$ cat src/rtl/chess_kbd_pkg.sv
// chess_kbd_pkg: square/move types, mailbox addresses and reader FSM states
// shared by the keyboard front end, the move reader and the move validator.
package chess_kbd_pkg;
    typedef logic [5:0] square_t;
    typedef struct packed {
        square_t from;
        square_t to;
    } move_t;
    localparam logic [11:0] KBD_SRC_ADDR = 12'd64;
    localparam logic [11:0] KBD_DST_ADDR = 12'd65;
    typedef enum logic [1:0] {IDLE, HAVE_SRC, HAVE_DST, COMMIT} kbd_rd_state_t;
endpackage

$ cat src/rtl/move_fifo.sv
// move_fifo: synchronous FIFO of move_t.
// A push is accepted when the FIFO is full if a pop happens in the same cycle.
module move_fifo
    import chess_kbd_pkg::*;
#(
    parameter int DEPTH = 2
) (
    input  logic  clock,
    input  logic  reset,
    input  logic  push,
    input  move_t push_data,
    input  logic  pop,
    output move_t head,
    output logic  full,
    output logic  empty
);
    localparam int AW = $clog2(DEPTH);
    move_t          mem [DEPTH];
    logic  [AW:0]   wr_ptr, rd_ptr;
    logic  [AW:0]   count;
    logic           do_push, do_pop;
    always_comb begin
        count   = wr_ptr - rd_ptr;
        full    = count == (AW+1)'(DEPTH);
        empty   = count == '0;
        do_pop  = pop && !empty;
        do_push = push && (!full || do_pop);
        head    = mem[rd_ptr[AW-1:0]];
    end
    always_ff @(posedge clock or negedge reset) begin
        if (!reset) begin
            wr_ptr <= '0;
            rd_ptr <= '0;
            for (int i = 0; i < DEPTH; i++) mem[i] <= '0;
        end else begin
            if (do_push) begin
                mem[wr_ptr[AW-1:0]] <= push_data;
                wr_ptr <= wr_ptr + 1'b1;
            end
            if (do_pop) rd_ptr <= rd_ptr + 1'b1;
        end
    end
endmodule

$ cat src/rtl/keyboard_move_reader.sv
// keyboard_move_reader: snoops mailbox writes, pairs source/destination squares
// into moves and queues them for a valid/ready consumer. KBD_MOVE_TIMEOUT_EN adds a partial-move timeout.
module keyboard_move_reader
    import chess_kbd_pkg::*;
#(
    parameter logic [11:0] SRC_ADDR       = KBD_SRC_ADDR,
    parameter logic [11:0] DST_ADDR       = KBD_DST_ADDR,
    parameter int          FIFO_DEPTH     = 2,
    parameter int          TIMEOUT_CYCLES = 50_000_000
) (
    input  logic        clock,
    input  logic        reset,
    input  logic        wr_en,
    input  logic [11:0] wr_addr,
    input  logic [31:0] wr_data,
    output logic        move_valid,
    input  logic        move_ready,
    output logic [5:0]  move_from,
    output logic [5:0]  move_to,
    output logic [1:0]  pending,
    output logic        overflow,
    input  logic        ovf_clear,
    output logic        timeout
);
    kbd_rd_state_t state, state_next, from_idle;
    square_t       src_q, dst_q;
    move_t         head;
    logic          accepted, is_src, is_dst, fifo_full, fifo_empty, push, pop, expire;
    always_comb begin
        accepted = wr_en && (wr_addr == SRC_ADDR || wr_addr == DST_ADDR) && wr_data[31:6] == '0;
        is_src   = accepted && wr_addr == SRC_ADDR;
        is_dst   = accepted && wr_addr == DST_ADDR;
    end
`ifdef KBD_MOVE_TIMEOUT_EN
    logic [25:0] age;
    logic        timeout_q;
    assign expire  = (state == HAVE_SRC || state == HAVE_DST) && !accepted
                     && age == 26'(TIMEOUT_CYCLES - 1);
    assign timeout = timeout_q;
    always_ff @(posedge clock or negedge reset) begin
        if (!reset) begin
            age       <= '0;
            timeout_q <= 1'b0;
        end else begin
            age       <= (accepted || !(state == HAVE_SRC || state == HAVE_DST)) ? '0 : age + 1'b1;
            timeout_q <= expire;
        end
    end
`else
    localparam int unused_timeout_cycles = TIMEOUT_CYCLES;
    assign expire  = 1'b0;
    assign timeout = 1'b0;
`endif
    always_ff @(posedge clock or negedge reset) begin
        if (!reset) begin
            state    <= IDLE;
            src_q    <= '0;
            dst_q    <= '0;
            overflow <= 1'b0;
        end else begin
            state    <= state_next;
            if (is_src) src_q <= wr_data[5:0];
            if (is_dst) dst_q <= wr_data[5:0];
            overflow <= (push && fifo_full && !pop) || (overflow && !ovf_clear);
        end
    end
    always_comb begin
        from_idle  = is_src ? HAVE_SRC : is_dst ? HAVE_DST : IDLE;
        state_next = expire ? IDLE :
                     state == HAVE_SRC ? (is_dst ? COMMIT : HAVE_SRC) :
                     state == HAVE_DST ? (is_src ? COMMIT : HAVE_DST) : from_idle;
    end
    always_comb begin
        pending    = state == HAVE_SRC ? 2'b01 : state == HAVE_DST ? 2'b10 : 2'b00;
        push       = state == COMMIT;
        move_valid = !fifo_empty;
        pop        = move_valid && move_ready;
        move_from  = head.from;
        move_to    = head.to;
    end
    move_fifo #(.DEPTH(FIFO_DEPTH)) u_fifo (
        .clock    (clock),
        .reset    (reset),
        .push     (push),
        .push_data('{from: src_q, to: dst_q}),
        .pop      (pop),
        .head     (head),
        .full     (fifo_full),
        .empty    (fifo_empty)
    );
endmodule

$ cat config.mk
export PLATFORM = sky130hd
export DESIGN_NAME = keyboard_move_reader
export DESIGN_NICKNAME = d
export VERILOG_FILES = /design/src/rtl/chess_kbd_pkg.sv /design/src/rtl/move_fifo.sv /design/src/rtl/keyboard_move_reader.sv
export SDC_FILE = /design/constraint.sdc
export NUM_CORES = 1
export LEC_CHECK = 0
export BUFFER_PORTS_ARGS = -buffer_cell sky130_fd_sc_hd__buf_2
export CAP_MARGIN = 20
export CORE_AREA = 2 2 78 80
export DETAILED_ROUTE_END_ITERATION = 7
export DIE_AREA = 0 0 80 82
export PLACE_DENSITY_LB_ADDON = 0.15
export REMOVE_ABC_BUFFERS = 1
export SYNTH_ARGS = -nofsm -noshare
export SYNTH_HDL_FRONTEND = slang
export SYNTH_SLANG_ARGS = --single-unit
$ cat constraint.sdc
create_clock -name clock -period 3.28 [get_ports clock]
set_clock_uncertainty 0.05 [all_clocks]
set_input_delay 0.164 -clock clock [delete_from_list [all_inputs] [get_ports clock]]
set_output_delay 0.164 -clock clock [all_outputs]
set_load 0.1 [all_outputs]
== Yosys cells after proc, flatten, opt, wreduce, memory -nomap -nowiden ==
Cells that the tools add are included.

* Logic and storage cells: 58
* Register bits after elaboration: 43
* Input bits: 49
* Output and inout port bits: 17

* Order comparisons: 3
* $add $sub $neg: 3
* Muxes and demuxes: 14
* Reduce and logical (&&, ||, !) cells: 20
* Eq/ne operators: 6
* Bitwise operators: 2

{| class="wikitable"
|+ Operators by type and width
! operator !! count
|-
| $mux W12 || 4
|-
| $logic_not A26 Y1 || 1
|-
| $bwmux W24 || 1
|-
| $eq A12 B7 Y1 const B || 2
|-
| $mux W2 || 7
|-
| $demux W12 S1 || 1
|-
| $logic_and A1 B1 Y1 || 11
|-
| $eq A2 B2 Y1 const B || 3
|-
| $add A2 B1 Y2 const B || 2
|-
| $ge A2 B2 Y1 const B || 2
|-
| $logic_not A1 Y1 || 4
|-
| $not A1 Y2 || 2
|-
| $logic_or A1 B1 Y1 || 3
|-
| $eq A2 B1 Y1 const B || 1
|-
| $logic_not A2 Y1 || 1
|-
| $lt A2 B1 Y1 const B || 1
|-
| $sub A2 B2 Y2 || 1
|-
| $mux W1 || 1
|}

== Longest topological paths before layout ==
Gate-level depths: netlist of run 1.

* Depth in word-level cells: 9
* Gate-level depth with buffers: 7
* Gate-level depth less buffers: 4

== By module ==
From an unflattened synthesis of run 1, not the netlist that was laid out.

* Cells, all modules: 146
* Area total of the unflattened synthesis: 2078.2 µm²

{| class="wikitable"
|+ By module, submodules not included
! module !! sequential area each (µm²) !! area each (µm²) !! times used !! cells an instance
|-
| move_fifo || 700.7 || 1336.3 || 1 || 92
|-
| keyboard_move_reader || 375.4 || 742.0 || 1 || 54
|}

== Worst setup path after synthesis of run 1 ==
No wires, ideal clock.

* Path type: reg-to-reg
* Start: register state[0]
* End: register state[1]
* Cell stages (with the launch flop): 3
* Library setup time: 71 ps
* Period minus slack after synthesis: 2143 ps
* Setup slack: 1137 ps
* Data required time: 3159 ps
* Arrival: 2022 ps
* Path buffers: 0
* Cell sequence: dfrtp_1 -> nor2b_1 -> or2_2

* Word-level cells in the longest chain between the ends: 3
* Elaborated cells on any way between the ends: 4
* Classes of those cells: eq/ne: 2; mux: 2

{| class="wikitable"
|+ Ends and longest elaborated chain
! what !! line !! RTL
|-
| start, declared || keyboard_move_reader.sv:25 || <nowiki>kbd_rd_state_t state, state_next, from_idle;</nowiki>
|-
| start signal, assigned || keyboard_move_reader.sv:61 || <nowiki>state <= state_next;</nowiki>
|-
| $eq A2 B2 Y1 || keyboard_move_reader.sv:71 || <nowiki>state == HAVE_DST ? (is_src ? COMMIT : HAVE_DST) : from_idle;</nowiki>
|-
| $mux W2 || keyboard_move_reader.sv:71 ||
|-
| $mux W2 * || keyboard_move_reader.sv:70 || <nowiki>state == HAVE_SRC ? (is_dst ? COMMIT : HAVE_SRC) :</nowiki>
|-
| named net state_next[1] || keyboard_move_reader.sv:25 ||
|}

Mark *: on every way through the listed nets, which the timed path passes. The rest lies on a longest branch.
A chain may end at the register's enable or synchronous reset.

== Worst setup path after layout of run 1 ==
* Start: register u_fifo.wr_ptr[0]
* End: register u_fifo.mem[6] (netlist bit)

* Word-level cells in the longest chain between the ends: 7
* Elaborated cells on any way between the ends: 16
* Classes of those cells: add/sub: 1; order compare: 2; eq/ne: 1; mux: 3; bitwise: 1; reduce/logical: 8

{| class="wikitable"
|+ Ends and longest elaborated chain
! what !! line !! RTL
|-
| start, declared || move_fifo.sv:19 || <nowiki>logic [AW:0] wr_ptr, rd_ptr;</nowiki>
|-
| start signal, assigned || move_fifo.sv:38 || <nowiki>wr_ptr <= wr_ptr + 1'b1;</nowiki>
|-
| $sub A2 B2 Y2 || move_fifo.sv:23 || <nowiki>count = wr_ptr - rd_ptr;</nowiki>
|-
| $logic_not A2 Y1 || move_fifo.sv:25 || <nowiki>empty = count == '0;</nowiki>
|-
| $logic_not A1 Y1 || move_fifo.sv:26, keyboard_move_reader.sv:76 ||
|-
| $logic_and A1 B1 Y1 || keyboard_move_reader.sv:77 || <nowiki>pop = move_valid && move_ready;</nowiki>
|-
| $logic_and A1 B1 Y1 || move_fifo.sv:26 || <nowiki>do_pop = pop && !empty;</nowiki>
|-
| $logic_or A1 B1 Y1 || move_fifo.sv:27 || <nowiki>do_push = push && (!full || do_pop);</nowiki>
|-
| $logic_and A1 B1 Y1 || move_fifo.sv:27 ||
|-
| end signal, assigned by index || move_fifo.sv:37 || <nowiki>mem[wr_ptr[AW-1:0]] <= push_data;</nowiki>
|-
| end, declared || move_fifo.sv:18 || <nowiki>move_t mem [DEPTH];</nowiki>
|}

Several ways; a longest one is shown, not always the timed one.

==> results.txt, run 1 <==
The flow ran to the end, but the final reports show violations. The final reports fail on negative hold slack. The aggregate global routing overflow came out at 0.

The maximum number of pins on one net before global-route repair came out at 44. The number of library cell types mapped by synthesis came out at 24. The maximum VDD drop came out at 0.241 mV. The number of warnings reported in the yosys synthesis log came out at 0. Setup repair after global routing left no endpoint under its margin. The top cell types in the final layout, fill and taps aside, are buf_2 (64), mux2_2 (48), dfrtp_1 (43), nor4_1 (8), clkbuf_8 (6).

The number of buffers on the longest clock path came out at 2. The total of cells resized after clock tree synthesis came out at 0. The clock insertion delay at the later pin of the skew report is 0.29 ns. The filler cell count in the final layout came out at 564.

The setup path with the least slack is of type reg2reg. The number of global-route vias before repair came out at 1350. The critical-path maximum fanout came out at 13. The clock net sink count came out at 43. The half-perimeter wire length after placement is 3020 um. The remaining number of nets flagged by the antenna check after routing is 0. The total length of routed wires is 4030 um. The overall routing resource usage came out at 13.0%. The count of endpoints failing hold in the final timing report came out at 43.

The final antenna diode count is 0. During placement, the flow inserted port buffers numbering 64. The library cell used most frequently in the layout, excluding fill and tap cells, is buf_2. The total placed cells including tap cells is 268. The internal portion of the total power is 873 uW.

The share of total power in combinational logic came out at 19.3%. TritonCTS built the clock tree. The final worst hold slack came out at -0.0362 ns.

The horizontal die dimension is 80 um. The arrival time of the worst setup path came out at 2.33 ns. The count of final setup violators came out at 0. Counting flops and latches in the post-synthesis netlist gives 43. The net switching component of the power is 335 uW.

The post-detailed-route wirelength per cell is 14.6 um. The part of the Yosys area used for sequential elements came out at 56.1%. The mean cell area of the mapped netlist came out at 14.3 sq um.

The synthesis-to-layout area growth is 26.4%. The number of search-and-repair iterations in the first detailed-routing pass came out at 4. The part of the total power dissipated in the clock network came out at 34.8%. Summing over every cut layer, the via total after detailed routing is 1316. The most critical setup path has its startpoint at u_fifo.wr_ptr[0]$_DFFE_PN0P_. The mean number of vias per cell came out at 4.75. The leakage dissipation is 1.30 nW.

The share of cells above drive strength 1 is 61.9%. Buffers inserted to repair hold after CTS numbered 1. The min-delay analysis places its worst path in the category in2async. The maximum level of the CTS H-tree came out at 2. The post-synthesis instance area is 1920 sq um.

The number of buffers created by CTS is 5. In this run the count of I/O pins placed on the die edge is 66. Clock tree synthesis selected as its root buffer the cell clkbuf_8.

The final standard cell count with taps included and fillers excluded is 277. For this design the ratio of total power to cell area is 498 nW/um^2. For the worst flop-to-flop path, the logic depth is 4. The post-CTS setup repair buffer count came out at 0. The clock slew at the register clock pins of the worst setup and hold paths came out at 0.08 ns.

The first global-routing pass estimated 6250 um of wire. The relative slew slack is 37.3%. The clock period minus final worst setup slack came out at 2.21 ns. The die is 82 um tall. The number of DRC violations after detailed routing is 0. The area inside the core boundary came out at 5750 sq um. The number of maximum-capacitance violations is 0. The net total in the final layout came out at 250. The reg-to-reg setup timing slack came out at 1.07 ns. The count of final max-slew check failures is 0. The starting utilization of the core area came out at 33.4%. The post-synthesis instance total came out at 134. STA classifies the critical path endpoint as a flop. The share of total power in sequential cells is 45.9%.

The final worst-path cycle share came out at 67.3%. The cell row count is 28. After routing, the total negative slack on setup checks comes to 0 ns. For this run, the top clock speed supported by timing is 453 MHz. Net switching is 27.7% of the power. Power comes to 1.21 mW. At the pin with the least slew margin, the transition time is 0.940 ns. The violation count after the first detailed-route iteration is 50. The number of antenna violations at the first check in global routing is 0.

The required time at the worst-slack endpoint is 3.40 ns. At the end of routability-driven placement, the weighted congestion stood at 0.818. The worst setup path is launched from a flop. In this run the critical register-to-register path is launched from u_fifo.wr_ptr[0]$_DFFE_PN0P_. The area of the die came out at 6560 sq um.
-- flip-flops by register name, indices dropped and copies added (netlist names) --
signal,flops
dst_q,6
state,2
overflow,1
u_fifo.rd_ptr,2
src_q,6
u_fifo.wr_ptr,2
u_fifo.mem,24
-- routing by layer --
metal | routed length, um | track usage, %
met1 | 1530 | 13.3
met2 | 2140 | 24.3
met3 | 292 | 3.96
met4 | 77 | 5.59
met5 | 0 | 0
-- cell type report --
class / instances / area, sq um / area share (%)
Clock buffer: 6 / 82.6 / 3.41
Clock inverter: 2 / 35.0 / 1.44
Inverter: 2 / 7.51 / 0.310
Multi-Input combinational cell: 83 / 792 / 32.7
Sequential cell: 43 / 1080 / 44.4
Tap cell: 75 / 93.8 / 3.87
Timing Repair Buffer: 66 / 338 / 13.9
-- Yosys cell counts --
master | count | share of area, %
mux2_2 | 48 | 28
dfrtp_1 | 43 | 56
nor4_1 | 8 | 2.6
xnor2_1 | 4 | 1.8
buf_4 | 3 | 1.2
nand2_1 | 3 | 0.59
nand4_1 | 3 | 0.98
inv_1 | 2 | 0.39
nor2b_1 | 2 | 0.65
nor4_4 | 2 | 2.2
or2_2 | 2 | 0.65
or3_1 | 2 | 0.65
buf_2 | 1 | 0.26
buf_6 | 1 | 0.59
clkbuf_1 | 1 | 0.20
conb_1 | 1 | 0.20
nand2b_1 | 1 | 0.33
nand3_1 | 1 | 0.26
nand3b_1 | 1 | 0.39
nor3_1 | 1 | 0.26
nor4b_1 | 1 | 0.46
o21ai_0 | 1 | 0.26
o22ai_1 | 1 | 0.33
xor2_1 | 1 | 0.46
-- per-stage QoR --
stage / setup slack [ns] / util (%) / hold slack, ns / instance area (sq um)
3_5_place_dp: 1.03 / 40.0 / 0.312 / 2300
2_1_floorplan: 1.10 / - / -0.182 / 1880
5_1_grt: 0.910 / 42.2 / 0.0357 / 2420
6_report: 1.07 / 42.2 / -0.0362 / 2420
4_1_cts: 1.02 / 42.2 / 0.000754 / 2420
3_3_place_gp: 1.06 / 40.0 / 0.300 / 2300
-- critical path, cell delays in order (launching register included) --
cell     delay [ns]
dfrtp_1        0.41
xor2_1         0.25
or3_1          0.18
nand4_1        0.66
mux2_2         0.54
-- power by group through the flow --
stage	combinational, mW	clock (mW)	sequential [mW]
5_1_grt	0.246	0.455	0.556
6_report	0.233	0.420	0.555
2_1_floorplan	0.126	0	0.585
3_5_place_dp	0.234	0	0.566
3_3_place_gp	0.227	0	0.564
4_1_cts	0.237	0.433	0.555
-- worst paths after layout --
kind,to
max reg2reg,u_fifo.mem[6]$_DFFE_PN0P_
max in group asynchronous,src_q[0]$_DFFE_PN0P_
min in group clock,dst_q[1]$_DFFE_PN0P_
min,u_fifo.mem[11]$_DFFE_PN0P_
min reg2reg,u_fifo.wr_ptr[1]$_DFFE_PN0P_
max,u_fifo.mem[6]$_DFFE_PN0P_
-- logic make-up (layout without fill, tap and decap cells) --
group,after synthesis,after routing,synth area share (%)
flops,43,43,56.1
xor+xnor,5,5,2.28
simple gates,27,27,10.0
mux,48,48,28.2
buf+inv,8,76,2.61
other cells,1,1,0.196
compound gates,2,2,0.587
No activity file was read; power rests on OpenSTA's default activity.
==> run 2: changes to the inputs <==
- ABC_AREA: not set -> 1
- CORE_AREA: 2 2 78 80 -> 2 2 83 85
- DIE_AREA: 0 0 80 82 -> 0 0 85 87
- clock period: 3.28 -> 2 ns (I/O delays scaled with it)
==> results.txt, run 2 <==
Result of the run: completed (was complete, but fails checks). The critical path startpoint category is a flop (unchanged). The net total in the final layout came out at 406 (was 250). The clock net sink count came out at 43 (unchanged). The number of buffers created by CTS is 5 (unchanged). The post-synthesis instance total came to 284 (was 134). Synth top cells by count: nand2_1 (112), dfrtp_1 (43), inv_1 (43) (was mux2_2 (48), dfrtp_1 (43), nor4_1 (8)). The post-synthesis instance area came out at 2200 sq um (was 1920 sq um).

The cell row count came out at 30 (was 28). Registers with the most flip-flops: u_fifo.mem x24, dst_q x6, src_q x6 (unchanged). The via count came out at 1851 (was 1316). The maximum level of the CTS H-tree is 2 (unchanged). The fraction of registers with async set/reset is 100% (unchanged).

The total length of routed wires was 4650 um (was 4030 um). The critical setup path kind is reg2out (was reg2reg). Leading cell types by total area after synthesis: dfrtp_1 (49%), nand2_1 (19%), o21ai_2 (8.4%) (was dfrtp_1 (56%), mux2_2 (28%), nor4_1 (2.6%)).

The clock slew at the register clock pins of the worst setup and hold paths is 0.08 ns (about the same). The maximum number of pins on one net before global-route repair is 26 (was 44). The main flop type after synthesis is dfrtp_1 (unchanged). The worst setup path startpoint was u_fifo.rd_ptr[0]$_DFFE_PN0P_ (was u_fifo.wr_ptr[0]$_DFFE_PN0P_). The relative slew slack is 62.3% (was 37.3%). The synthesized flop and latch total is 43 (unchanged). The final antenna diode count was 0 (unchanged). The area taken by multi-input logic gates came to 895 sq um (was 792 sq um). The class of the most critical hold timing path is in2reg (was in2async). The measured slew at the worst slew-check pin is 0.564 ns (was 0.940 ns). The setup slack at placement came out at 0.284 ns (was 1.03 ns). The final critical path takes up 85.7% of the cycle. The post-CTS setup repair buffer count came out at 0 (unchanged). The most common cell after layout, fill and taps aside is nand2_1 (was buf_2). The mean number of vias per cell is 4.24 (was 4.75).

The wire length of the first global-routing pass was 8160 um (was 6250 um). The logic depth of the worst register-to-register path is 5 (was 4). The final RePlAce weighted congestion came out at 0.685 (was 0.818).

The filler cell count in the final layout came out at 669 (was 564). The count of buffers from port buffering came out at 64 (unchanged). The register containing the most flip-flops in the final layout is u_fifo.mem (unchanged). The remaining number of nets flagged by the antenna check after routing is 0 (unchanged). The count of final setup violators is 0 (unchanged).

The number of library cell types mapped by synthesis was 19 (was 24). The clock insertion delay at the later pin of the skew report is 0.29 ns (about the same). The capture point of the critical path is move_to[0] (was u_fifo.mem[6]$_DFFE_PN0P_). The reg-to-reg setup timing slack is 0.30 ns (was 1.07 ns). The number of maximum-capacitance violations came out at 0 (unchanged). The total placed cells including tap cells is 426 (was 268). The half-perimeter wire length after placement is 3560 um (was 3020 um). The number of global-route vias before repair came out at 1826 (was 1350). The cell taking the most area after synthesis is dfrtp_1 (unchanged). The worst flop-to-flop path startpoint is u_fifo.wr_ptr[0]$_DFFE_PN0P_ (unchanged).

The violation count after the first detailed-route iteration is 65 (was 50). The library cell with the highest instance count after synthesis is nand2_1 (was mux2_2). The die extent in y came out at 87 um (was 82 um). The mean cell area of the mapped netlist is 7.74 sq um (was 14.3 sq um). The least setup slack across all paths after layout was 0.286 ns (was 1.07 ns). The clock period minus final worst setup slack came out at 1.71 ns. The maximum VDD drop is 0.498 mV (was 0.241 mV). The number of search-and-repair iterations in the first detailed-routing pass was 4 (unchanged). The top-level I/O count came out at 66 (unchanged). The area share of the largest cell type after synthesis came to 48.9% (was 56.1%).

The area of the die was 7400 sq um (was 6560 sq um). The aggregate global routing overflow is 0 (unchanged). The final worst hold slack is 0.00530 ns (was -0.0362 ns).

The register area came to 1080 sq um (unchanged). The count of endpoints failing hold in the final timing report is 0 (was 43). The number of DRC violations after detailed routing came out at 0 (unchanged). The area inside the core boundary came out at 6570 sq um (was 5750 sq um). The required time at the worst-slack endpoint came out at 1.85 ns (was 3.40 ns). The number of buffers on the longest clock path was 2 (unchanged).

The count of final max-slew check failures came out at 0 (unchanged). The final-layout setup total negative slack came out at 0 ns (unchanged). The number of warnings reported in the yosys synthesis log is 0 (unchanged). The final standard cell count with taps included and fillers excluded came out at 437 (was 277). The part of the Yosys area used for sequential elements is 48.9% (was 56.1%). Commonest cells after routing, fill and taps aside: nand2_1 (112), buf_2 (64), dfrtp_1 (43), inv_1 (42) (was buf_2 (64), mux2_2 (48), dfrtp_1 (43), nor4_1 (8), clkbuf_8 (6)). The post-detailed-route wirelength per cell came to 10.6 um (was 14.6 um). The number of enable-type register cells in the synthesized netlist came to 0 (unchanged). The number of antenna violations at the first check in global routing is 0 (unchanged). The horizontal die dimension was 85 um (was 80 um). The share of cells above drive strength 1 is 28.6% (was 61.9%). The critical register-to-register path endpoint is u_fifo.mem[1]$_DFFE_PN0P_ (was u_fifo.mem[6]$_DFFE_PN0P_). The total power consumption of the routed design came out at 1.97 mW (was 1.21 mW). The critical path endpoint category is an output port (was flop).

Unrepaired setup endpoints after global routing: false (unchanged). The CTS tree is done (unchanged). The number of flip-flops under the largest register name came out at 24 (unchanged). The leakage dissipation is 1.53 nW (was 1.30 nW). The root buffer selected by CTS was clkbuf_8 (unchanged). The arrival time of the worst setup path came to 1.56 ns (was 2.33 ns). The power per cell area is 716 nW/um^2 (was 498 nW/um^2). The starting utilization of the core area is 33.5% (was 33.4%). The synthesis-to-layout area growth is 25.2% (was 26.4%). The highest clock frequency the design can meet is 583 MHz. The overall routing resource usage came out at 13.8% (was 13.0%).

The critical-path maximum fanout is 11 (was 13).
==> run 2: what timing repair did <==
item,CTS,global route
setup endpoints to repair,0,5
hold buffers,4,0
hold endpoints to repair,26,0
resized for setup,0,1
==> run 2: per-layer routing <==
metal | share of wire [%] | up-vias | GRT usage, %
met2 | 44 | 65 | 23.4
met4 | 1.2 | 0 | 4.33
met5 | 0 | - | 0
li1 | - | 1003 | -
met3 | 6.3 | 5 | 3.60
met1 | 48 | 778 | 17.4
==> run 2: metrics by stage <==
stage          instance area, sq um  util [%]
6_report                       2750      41.9
5_1_grt                        2750      41.9
4_1_cts                        2750      41.8
2_1_floorplan                  2130         -
3_5_place_dp                   2610      39.7
3_3_place_gp                   2610      39.7
==> run 2: cell families (layout without fill, tap and decap cells) <==
| logic type | after synthesis | in the layout | share of synthesized area (%) |
|---|---|---|---|
| xor+xnor | 5 | 5 | 1.99 |
| other cells | 1 | 1 | 0.171 |
| flops | 43 | 43 | 48.9 |
| compound gates | 28 | 28 | 10.0 |
| simple gates | 155 | 155 | 28.5 |
| buf+inv | 52 | 125 | 10.4 |
==> run 2: area by class of cell <==
cell class	instances	area share, %
clock buffer	6	2.64
clock inverter	1	1.09
inverter	43	6.00
multi-input combinational	189	32.5
sequential	43	39.1
tap	80	3.64
timing repair buffer	75	15.0
==> run 2: how the worst min path moves through the flow <==
| stage | from | end | cells after the start |
|---|---|---|---|
| after floorplan | reset | dst_q[0]$_DFFE_PN0P_ | 0 |
| after detailed placement | reset | u_fifo.rd_ptr[1]$_DFFE_PN0P_ | 1 |
| after global routing | wr_data[1] | dst_q[1]$_DFFE_PN0P_ | 3 |
| after global placement | reset | u_fifo.rd_ptr[1]$_DFFE_PN0P_ | 1 |
| final | wr_data[1] | dst_q[1]$_DFFE_PN0P_ | 3 |
| after CTS | wr_data[1] | dst_q[1]$_DFFE_PN0P_ | 3 |
==> run 2: report_power, final <==
part	internal [mW]	leakage, nW	switching, mW
Combinational	0.122	0.889	0.279
Sequential	0.890	0.592	0.0297
Clock	0.366	0.0513	0.283
Total	1.38	1.53	0.591
==> run 2: worst max-delay path: stages (launching register included) <==
cell and delay [ns]:
dfrtp_1 0.46, buf_4 0.24, nand2_1 0.07, nand2_1 0.08, buf_2 0.42
==> run 3: changes to the inputs <==
- SETUP_SLACK_MARGIN: not set -> 0.4
- SLEW_MARGIN: not set -> 30
==> results.txt, run 3 (synthesized netlist as in run 2, its figures left out) <==
The count of endpoints failing hold in the final timing report came to 0 (unchanged). The number of search-and-repair iterations in the first detailed-routing pass came out at 4 (unchanged). The root buffer selected by CTS is clkbuf_8 (unchanged). The power per cell area is 714 nW/um^2 (was 716 nW/um^2).

The final standard cell count with taps included and fillers excluded was 440 (was 437). The part of the total power dissipated in the clock network is 31.7% (was 33.0%). The relative slew slack was 62.6% (was 62.3%). The worst path buffer plus inverter count came to 2 (unchanged).

The measured slew at the worst slew-check pin is 0.561 ns (was 0.564 ns). The final worst hold slack is 0.00556 ns (was 0.00530 ns). The count of buffers from port buffering is 64 (unchanged). The required time at the worst-slack endpoint is 1.85 ns (about the same). The number of antenna violations at the first check in global routing is 0 (unchanged). The clock insertion delay at the later pin of the skew report was 0.29 ns (about the same).

The share of total power in sequential cells is 45.8% (was 46.7%). The count of final max-slew check failures is 0 (unchanged). The largest delay contributor family on the critical path is flip-flops (was buffers and inverters). The number of flip-flops under the largest register name is 24 (unchanged). The cell row count came out at 30 (unchanged).

The arrival time of the worst setup path came to 1.38 ns (was 1.56 ns). The share of cells above drive strength 1 is 29.7% (was 28.6%). The number of DRC violations after detailed routing came out at 0 (unchanged).

The register area came out at 1080 sq um (about the same). The critical path startpoint category is a flop (unchanged). The number of buffers on the longest clock path came to 2 (unchanged). The final worst-path cycle share is 76.4% (was 85.7%). The internal power consumption is 1.43 mW (was 1.38 mW). The worst flop-to-flop path startpoint is u_fifo.wr_ptr[0]$_DFFE_PN0P_ (unchanged). The hold path startpoint was wr_data[1] (unchanged). The total power consumption of the routed design came out at 2.05 mW (was 1.97 mW). The slowest cell on the critical path is dfrtp_2 (was dfrtp_1). Result of the run: completed (unchanged).

The critical setup path kind was reg2out (unchanged). The CTS tree is done (unchanged). The total length of routed wires is 4710 um (was 4650 um). The maximum VDD drop came out at 0.538 mV (was 0.498 mV). The synthesis-to-layout area growth came out at 30.4% (was 25.2%). The filler cell count in the final layout came out at 663 (was 669). The starting utilization of the core area came out at 33.5% (unchanged). The clock slew at the register clock pins of the worst setup and hold paths is 0.08 ns (about the same). The class of the most critical hold timing path is in2reg (unchanged). The horizontal die dimension came out at 85 um (unchanged). The number of maximum-capacitance violations is 0 (unchanged). The area of the die came out at 7400 sq um (unchanged). The wire length of the first global-routing pass was 8280 um (was 8160 um). Unrepaired setup endpoints after global routing: true (was false). The remaining number of nets flagged by the antenna check after routing was 0 (unchanged). The post-detailed-route wirelength per cell came out at 10.7 um (was 10.6 um). The net switching component of the power was 620 uW (was 591 uW).

The highest clock frequency the design can meet came to 654 MHz (was 583 MHz). The worst setup path startpoint is u_fifo.rd_ptr[0]$_DFFE_PN0P_ (unchanged). The number of buffers created by CTS is 5 (unchanged). The violation count after the first detailed-route iteration came out at 77 (was 65). The aggregate global routing overflow came out at 0 (unchanged).

The cell seen most often among critical-path stages is nand2_1 (unchanged). The final RePlAce weighted congestion is 0.685 (unchanged). The total placed cells including tap cells came out at 426 (unchanged).

The mean number of vias per cell came out at 4.23 (was 4.24). The final-layout setup total negative slack is 0 ns (unchanged). The overall routing resource usage is 14.0% (was 13.8%). The register containing the most flip-flops in the final layout was u_fifo.mem (unchanged). The clock net sink count is 43 (unchanged). The area taken by multi-input logic gates is 910 sq um (was 895 sq um). The maximum number of pins on one net before global-route repair came to 26 (unchanged).

The clock period minus final worst setup slack is 1.53 ns (was 1.71 ns). The half-perimeter wire length after placement is 3560 um (unchanged). The net total in the final layout is 409 (was 406).

Chain of cells forming the critical path: buf_6 > nand2_1 > nand2_1 > buf_4 (was buf_4 > nand2_1 > nand2_1 > buf_2). The leakage dissipation is 1.56 nW (was 1.53 nW). The most common cell after layout, fill and taps aside is nand2_1 (unchanged). The area inside the core boundary is 6570 sq um (unchanged).

The top-level I/O count is 66 (unchanged). The critical path endpoint category was an output port (unchanged). Commonest cells after routing, fill and taps aside: nand2_1 (112), buf_2 (51), inv_1 (42), dfrtp_1 (42) (was nand2_1 (112), buf_2 (64), dfrtp_1 (43), inv_1 (42)). The number of global-route vias before repair is 1842 (was 1826).

The proportion of total power due to net switching came to 30.3% (was 30.0%). The count of final setup violators is 0 (unchanged). The via count came out at 1863 (was 1851). The delay contributed by the slowest stage of the critical path is 0.49 ns (was 0.46 ns). The share of total power in combinational logic is 22.5% (was 20.3%). The critical-path maximum fanout was 11 (unchanged). Registers with the most flip-flops: u_fifo.mem x24, dst_q x6, src_q x6 (unchanged). The maximum level of the CTS H-tree came out at 2 (unchanged). The die extent in y came out at 87 um (unchanged). The final antenna diode count came to 0 (unchanged).
## run 3: changes by cell type in the layout (fill, tap and decap cells not counted), sizes merged
cell / change
buf: +2
clkinvlp: +1
## run 3: path summary, 6_finish.rpt
| path | depth (start not counted) | slack, ns | end |
|---|---|---|---|
| worst max-delay path | 4 | 0.47 | move_to[3] |
| worst min-delay path | 3 | 0.006 | dst_q[1]$_DFFE_PN0P_ |
| worst max register to register | 5 | 0.51 | u_fifo.mem[1]$_DFFE_PN0P_ |
| worst min register to register | 2 | 0.42 | src_q[3]$_DFFE_PN0P_ |
| max in group asynchronous | 3 | 1.03 | u_fifo.rd_ptr[0]$_DFFE_PN0P_ |
| min in group asynchronous | 2 | 0.28 | u_fifo.rd_ptr[1]$_DFFE_PN0P_ |
## run 3: tightest hold or removal path, cell delays in order
cell and delay (ns):
buf_2 0.09, nand3_1 0.06, nand2_1 0.06
## run 3: per-stage QoR
stage	util (%)	area, sq um	worst slack, ns
final	43.7	2870	0.471
after detailed placement	39.7	2610	0.284
after CTS	42.9	2820	0.412
after global routing	43.7	2870	0.385
after floorplan	-	2130	0.0551
after global placement	39.7	2610	0.348
## run 3: cell type report
cell class / instances / share of cell area (%)
timing repair inverter: 1 / 0.262
timing repair buffer: 77 / 17.6
sequential: 43 / 37.6
clock inverter: 1 / 1.05
inverter: 43 / 5.76
tap: 80 / 3.49
multi-input combinational: 189 / 31.7
clock buffer: 6 / 2.53
## run 3: power by group through the flow
| stage | registers [mW] | clock network, mW | logic [mW] |
|---|---|---|---|
| after floorplan | 0.949 | 0 | 0.225 |
| after global placement | 0.932 | 0 | 0.401 |
| after detailed placement | 0.933 | 0 | 0.400 |
| after CTS | 0.932 | 0.674 | 0.444 |
| after global routing | 0.943 | 0.710 | 0.505 |
| final | 0.938 | 0.649 | 0.460 |
## run 3: metal layers
layer | vias to the layer above | GRT usage [%] | part of all wire [%]
met3 | 7 | 3.41 | 5.9
met5 | - | 0 | 0
met2 | 63 | 23.8 | 44
met4 | 0 | 4.33 | 1.3
li1 | 1010 | - | -
met1 | 783 | 17.7 | 49
## run 3: what timing repair did
item,in CTS,in global routing
resized for setup,19,11
endpoints found under the setup margin,36,36
cloned,1,0
setup buffers,1,1
hold endpoints to repair,26,0
hold buffers,4,0
